[config.mk]
export PLATFORM = sky130hd
export DESIGN_NAME = alu_seq
export DESIGN_NICKNAME = d
export VERILOG_FILES = /design/src/rtl/alu_seq.sv
export SDC_FILE = /design/constraint.sdc
export NUM_CORES = 1
export LEC_CHECK = 0
export CELL_PAD_IN_SITES_DETAIL_PLACEMENT = 0
export CELL_PAD_IN_SITES_GLOBAL_PLACEMENT = 1
export CORE_ASPECT_RATIO = 1.1
export CORE_MARGIN = 2
export CORE_UTILIZATION = 45
export CTS_BUF_LIST = sky130_fd_sc_hd__clkbuf_16
export CTS_CLUSTER_SIZE = 10
export DETAILED_ROUTE_END_ITERATION = 8
export PLACE_DENSITY_LB_ADDON = 0.05
export SYNTH_ARGS = -nofsm -noshare
export SYNTH_HDL_FRONTEND = slang
export SYNTH_SLANG_ARGS = --single-unit
[constraint.sdc]
create_clock -name clk -period 5.9 [get_ports clk]
set_input_delay 1.475 -clock clk [delete_from_list [all_inputs] [get_ports clk]]
set_output_delay 1.475 -clock clk [all_outputs]
set_load 0.03 [all_outputs]
[src/rtl/alu_seq.sv]
// Registered 8-op ALU with valid/ready handshakes on both sides and an
// iterative one-bit-per-cycle logical left shifter.
module alu_seq #(
  parameter int WIDTH = 32,
  parameter int SHW   = 5
) (
  input  logic             clk,
  input  logic             rst_n,
  input  logic             in_valid,
  output logic             in_ready,
  input  logic [WIDTH-1:0] busA,
  input  logic [WIDTH-1:0] busB,
  input  logic [2:0]       control,
  output logic             out_valid,
  input  logic             out_ready,
  output logic [WIDTH-1:0] dataOut,
  output logic             zeroFlag,
  output logic             overflowFlag,
  output logic             carryoutFlag,
  output logic             negativeFlag,
  output logic             busy
);

  localparam int MSB = WIDTH - 1;

  localparam logic [2:0] OP_NOP = 3'd0;
  localparam logic [2:0] OP_ADD = 3'd1;
  localparam logic [2:0] OP_SUB = 3'd2;
  localparam logic [2:0] OP_AND = 3'd3;
  localparam logic [2:0] OP_OR  = 3'd4;
  localparam logic [2:0] OP_XOR = 3'd5;
  localparam logic [2:0] OP_SLT = 3'd6;
  localparam logic [2:0] OP_SHL = 3'd7;

  localparam logic [SHW-1:0] CNT_ONE = {{(SHW-1){1'b0}}, 1'b1};

  typedef enum logic [1:0] {
    IDLE  = 2'd0,
    SHIFT = 2'd1,
    HOLD  = 2'd2
  } state_t;

  state_t state_r, state_n;

  logic [WIDTH-1:0] work_r;
  logic [SHW-1:0]   cnt_r;
  logic [WIDTH-1:0] data_r;
  logic             zf_r, vf_r, cf_r, nf_r;
  logic             out_valid_r, busy_r;

  logic             accept_s, shift_start_s;
  logic [SHW-1:0]   amount_s;
  logic [WIDTH:0]   sum_s, dif_s;
  logic [WIDTH-1:0] res_s, shl_s;
  logic             c_s, v_s, z_s, n_s, slt_s;

  assign in_ready      = (state_r == IDLE) | ((state_r == HOLD) & out_ready);
  assign accept_s      = in_valid & in_ready;
  assign amount_s      = busB[SHW-1:0];
  assign shift_start_s = (control == OP_SHL) & (amount_s != {SHW{1'b0}});

  assign sum_s = {1'b0, busA} + {1'b0, busB};
  assign dif_s = {1'b0, busA} + {1'b0, ~busB} + {{WIDTH{1'b0}}, 1'b1};
  assign slt_s = ($signed(busA) < $signed(busB));
  assign shl_s = {work_r[MSB-1:0], 1'b0};

  // Single-cycle result and carry/overflow for the opcode on the input bus
  always_comb begin
    res_s = {WIDTH{1'b0}};
    c_s   = 1'b0;
    v_s   = 1'b0;
    case (control)
      OP_ADD: begin
        res_s = sum_s[MSB:0];
        c_s   = sum_s[WIDTH];
        v_s   = (busA[MSB] == busB[MSB]) & (sum_s[MSB] != busA[MSB]);
      end
      OP_SUB: begin
        res_s = dif_s[MSB:0];
        c_s   = dif_s[WIDTH];
        v_s   = (busA[MSB] != busB[MSB]) & (dif_s[MSB] != busA[MSB]);
      end
      OP_AND:  res_s = busA & busB;
      OP_OR:   res_s = busA | busB;
      OP_XOR:  res_s = busA ^ busB;
      OP_SLT:  res_s = {{(WIDTH-1){1'b0}}, slt_s};
      // Zero-amount shift takes the single-cycle path
      OP_SHL:  res_s = busA;
      default: res_s = {WIDTH{1'b0}};
    endcase
  end

  // NOP reports zero with Z forced low
  assign z_s = (control != OP_NOP) & (res_s == {WIDTH{1'b0}});
  assign n_s = res_s[MSB];

  // Next-state decode
  always_comb begin
    state_n = state_r;
    case (state_r)
      IDLE, HOLD: begin
        if (accept_s) begin
          state_n = shift_start_s ? SHIFT : HOLD;
        end else if ((state_r == HOLD) & ~out_ready) begin
          state_n = HOLD;
        end else begin
          state_n = IDLE;
        end
      end
      SHIFT: begin
        if (cnt_r == CNT_ONE) begin
          state_n = HOLD;
        end else begin
          state_n = SHIFT;
        end
      end
      default: state_n = IDLE;
    endcase
  end

  // State, shifter and result/flag registers
  always_ff @(posedge clk or negedge rst_n) begin
    if (!rst_n) begin
      state_r     <= IDLE;
      work_r      <= {WIDTH{1'b0}};
      cnt_r       <= {SHW{1'b0}};
      data_r      <= {WIDTH{1'b0}};
      zf_r        <= 1'b0;
      vf_r        <= 1'b0;
      cf_r        <= 1'b0;
      nf_r        <= 1'b0;
      out_valid_r <= 1'b0;
      busy_r      <= 1'b0;
    end else begin
      state_r     <= state_n;
      out_valid_r <= (state_n == HOLD);
      busy_r      <= (state_n == SHIFT);
      if (accept_s) begin
        if (shift_start_s) begin
          work_r <= busA;
          cnt_r  <= amount_s;
        end else begin
          data_r <= res_s;
          zf_r   <= z_s;
          vf_r   <= v_s;
          cf_r   <= c_s;
          nf_r   <= n_s;
        end
      end else if (state_r == SHIFT) begin
        work_r <= shl_s;
        cnt_r  <= cnt_r - CNT_ONE;
        if (cnt_r == CNT_ONE) begin
          data_r <= shl_s;
          zf_r   <= (shl_s == {WIDTH{1'b0}});
          vf_r   <= 1'b0;
          cf_r   <= work_r[MSB];
          nf_r   <= shl_s[MSB];
        end
      end
    end
  end

  assign out_valid    = out_valid_r;
  assign busy         = busy_r;
  assign dataOut      = data_r;
  assign zeroFlag     = zf_r;
  assign overflowFlag = vf_r;
  assign carryoutFlag = cf_r;
  assign negativeFlag = nf_r;

endmodule

==> reports/qor.yml <==
status: "finished clean"
final_util_pct: 54.4
p_per_area_nw_per_um2: 261
p_leak_nw: 5.06
synthArstFlopShare_pct: 100
firstDrtPassIters: 6
yosys_register_bits: 76
setup_violations: 0
drt-initial-drc-count: 1098
rrSetupSlack_ns: 2.39
io_pins: 110
first_global_vias: 9829
hpwl_um: 29000
initial_core_util_pct: 45.7
hp-class: "flip-flop to flip-flop"
yosysUniqueCellTypes: 80
rsz0062_at_grt: "no"
slew_headroom_pct: 36.5
worst_pin_slew_ns: 0.952
wirelength_um: 37100
vias: 10731
use_met3_pct: 4.66
antenna_found_initial: 1
wl_per_cell_um: 21.6
cts_tree: "done"
finalCritPeriodShare_pct: 92.9
cts.sinks: 76
vdd_ir_drop_max_mv: 0.151
cts_buffers: 9
htree_levels: 3
cts_max_path_buffers: 2
die_w_um: 144
io_buffers: 109
syn_to_final_growth_pct: 19.0
final_nets: 1611
pwr-share-comb_pct: 50.9
r2r_cells: 12
cts_setup_buffers: 0
grt_usage_pct: 32.3
clk_pin_slew_ns: 0.06
viasPerCell: 6.25
top_usage_layer: "met2"
cp_max_fo: 13
rows: 56
p_seq_share_pct: 30.1
clkPwrFrac_pct: 18.9
core_sq_um: 21200
crit_path_end: "zeroFlag$_DFFE_PN0P_"
grt_use_met1_pct: 46.0
cp.arrival_ns: 5.72
finalCriticalPeriod_ns: 5.48
syn_avg_cell_area_sq_um: 7.27
intPower_mw: 1.71
layout_common_cells: "nand2_1 (157), ha_1 (115), inv_1 (109)"
met2_usage_pct: 50.8
place_congestion: 0.979
ys_seq_area_share_pct: 19.6
maxCapViolCount: 0
grt_max_degree: 77
synth_nets: 1523
finalSetupTns_ns: 0
gr-total-overflow: 0
cts_hold_buf: 0
ys.flop_type: "dfrtp_1"
worstReg2RegEnd: "zeroFlag$_DFFE_PN0P_"
r2r-start: "cnt_r[1]$_DFFE_PN0P_"
route.detailed.drc: 0
root_buffer: "clkbuf_16"
yosysWarningCount: 0
syn_inst: 1335
clock_skew_ns: 0.00670
fill_cells: 2083
max_clock_freq_ghz: 0.182
antenna_left: 0
drv_slew: 0
grt_pass1_wl_um: 56500
critPathLaunchType: "primary input"
layout_commonest_cell: "nand2_1"
p_sw_share_pct: 43.4
dieArea_sq_um: 22700
startpoint: "busA[13]"
critPathKind: "primary input to flip-flop"
cp.required_ns: 6.14
hold_viol: 0
end_kind: "flip-flop"
layout-drive-gt1-share_pct: 7.43
clk_latency_ns: 0.33
ctsResizeCount: 0
synth_edf_count: 0
p_sw_mw: 1.31
antenna_cells: 0
mappedNetlistArea_sq_um: 9700
die_h_um: 158
==> power groups by stage <==
stage | registers, mW | logic, mW | clock network, mW
3_5_place_dp | 0.914 | 1.51 | 0
4_1_cts | 0.906 | 1.52 | 0.577
5_1_grt | 0.934 | 1.67 | 0.601
2_1_floorplan | 1.04 | 0.782 | 0
6_report | 0.908 | 1.53 | 0.571
3_3_place_gp | 0.905 | 1.50 | 0
==> worst min path at each step <==
stage / startpoint / endpoint / cells after the start
2_1_floorplan: cnt_r[4]$_DFFE_PN0P_ / cnt_r[4]$_DFFE_PN0P_ / 2
4_1_cts: dataOut[2]$_DFFE_PN0P_ / dataOut[2]$_DFFE_PN0P_ / 2
6_report: dataOut[2]$_DFFE_PN0P_ / dataOut[2]$_DFFE_PN0P_ / 2
3_5_place_dp: dataOut[2]$_DFFE_PN0P_ / dataOut[2]$_DFFE_PN0P_ / 2
5_1_grt: dataOut[4]$_DFFE_PN0P_ / dataOut[4]$_DFFE_PN0P_ / 2
3_3_place_gp: dataOut[2]$_DFFE_PN0P_ / dataOut[2]$_DFFE_PN0P_ / 2
==> logic make-up after synthesis <==
logic type | share of synthesized area (%)
AO/OA/AOI/OAI | 31.9
AND/OR/NAND/NOR | 21.7
buffers and inverters | 7.71
adder cells (fa/ha/maj) | 15.2
flip-flops | 19.6
multiplexers | 3.08
XOR/XNOR | 0.813
==> critical path, stage by stage <==
cell,delay (ns)
clkdlybuf4s50_1,0.56
inv_1,0.08
ha_1,0.54
inv_1,0.16
a21o_1,0.22
a221oi_1,0.54
o221ai_1,0.24
nor3_1,0.27
mux2_1,0.35
a221oi_1,0.45
nand4_1,0.26
nor3_1,0.23
nand4_1,0.14
o31ai_2,0.20
==> cell usage after synthesis, drive strengths merged, types with 7 or more instances <==
library cell  count  area [sq um]
nand2           158           593
ha              115          1440
inv             110           413
nor2            107           402
a21oi            93           465
o21ai            89           445
dfrtp            76          1900
clkbuf           71           267
a31oi            47           294
nand3            33           165
nor3             33           165
o22ai            24           150
a22oi            22           165
nand2b           21           131
nor4             20           125
a21o             19           143
nand4            17           106
a211oi           15           118
mux2             15           169
a21boi           14           105
buf              14          65.1
nor2b            14          87.6
o221ai           14           123
mux2i            13           130
o21a             13          97.6
o21bai           12          90.1
o211ai           11          87.6
a211o             9          78.8
a221oi            9          78.8
xnor2             8          70.1
and3              7          43.8
or4               7          52.6
==> final cells by class <==
cell class | count | area (sq um) | share of cell area, %
multi-input combinational | 1063 | 7060 | 61.2
clock inverter | 6 | 81.3 | 0.705
inverter | 111 | 417 | 3.61
sequential | 76 | 1900 | 16.5
clock buffer | 9 | 225 | 1.95
tap | 290 | 363 | 3.14
timing repair buffer | 162 | 1490 | 12.9
==> through the flow <==
step                hold WS, ns  instance area [sq um]  setup WS, ns  power (mW)  cells
global placement          0.460                  11200         0.267        2.40   1702
finish                    0.472                  11500         0.418        3.01   1717
floorplan                 0.495                   9700          1.26        1.82   1335
CTS                       0.482                  11500         0.504        3.00   1717
detailed placement        0.469                  11200         0.189        2.42   1702
global route              0.504                  11500         0.104        3.21   1717
==> registers in the layout, summed over array words and instances (netlist names) <==
signal / cells
carryoutFlag: 1
work_r: 32
out_valid: 1
dataOut: 32
busy: 1
zeroFlag: 1
state_r: 2
overflowFlag: 1
cnt_r: 5
==> routing by layer <==
metal	up-vias	share of wire, %
met5	-	0.035
li1	5057	-
met4	2	2.4
met2	499	44
met1	5108	45
met3	65	8.0
Power figures use the tool's default switching activity.
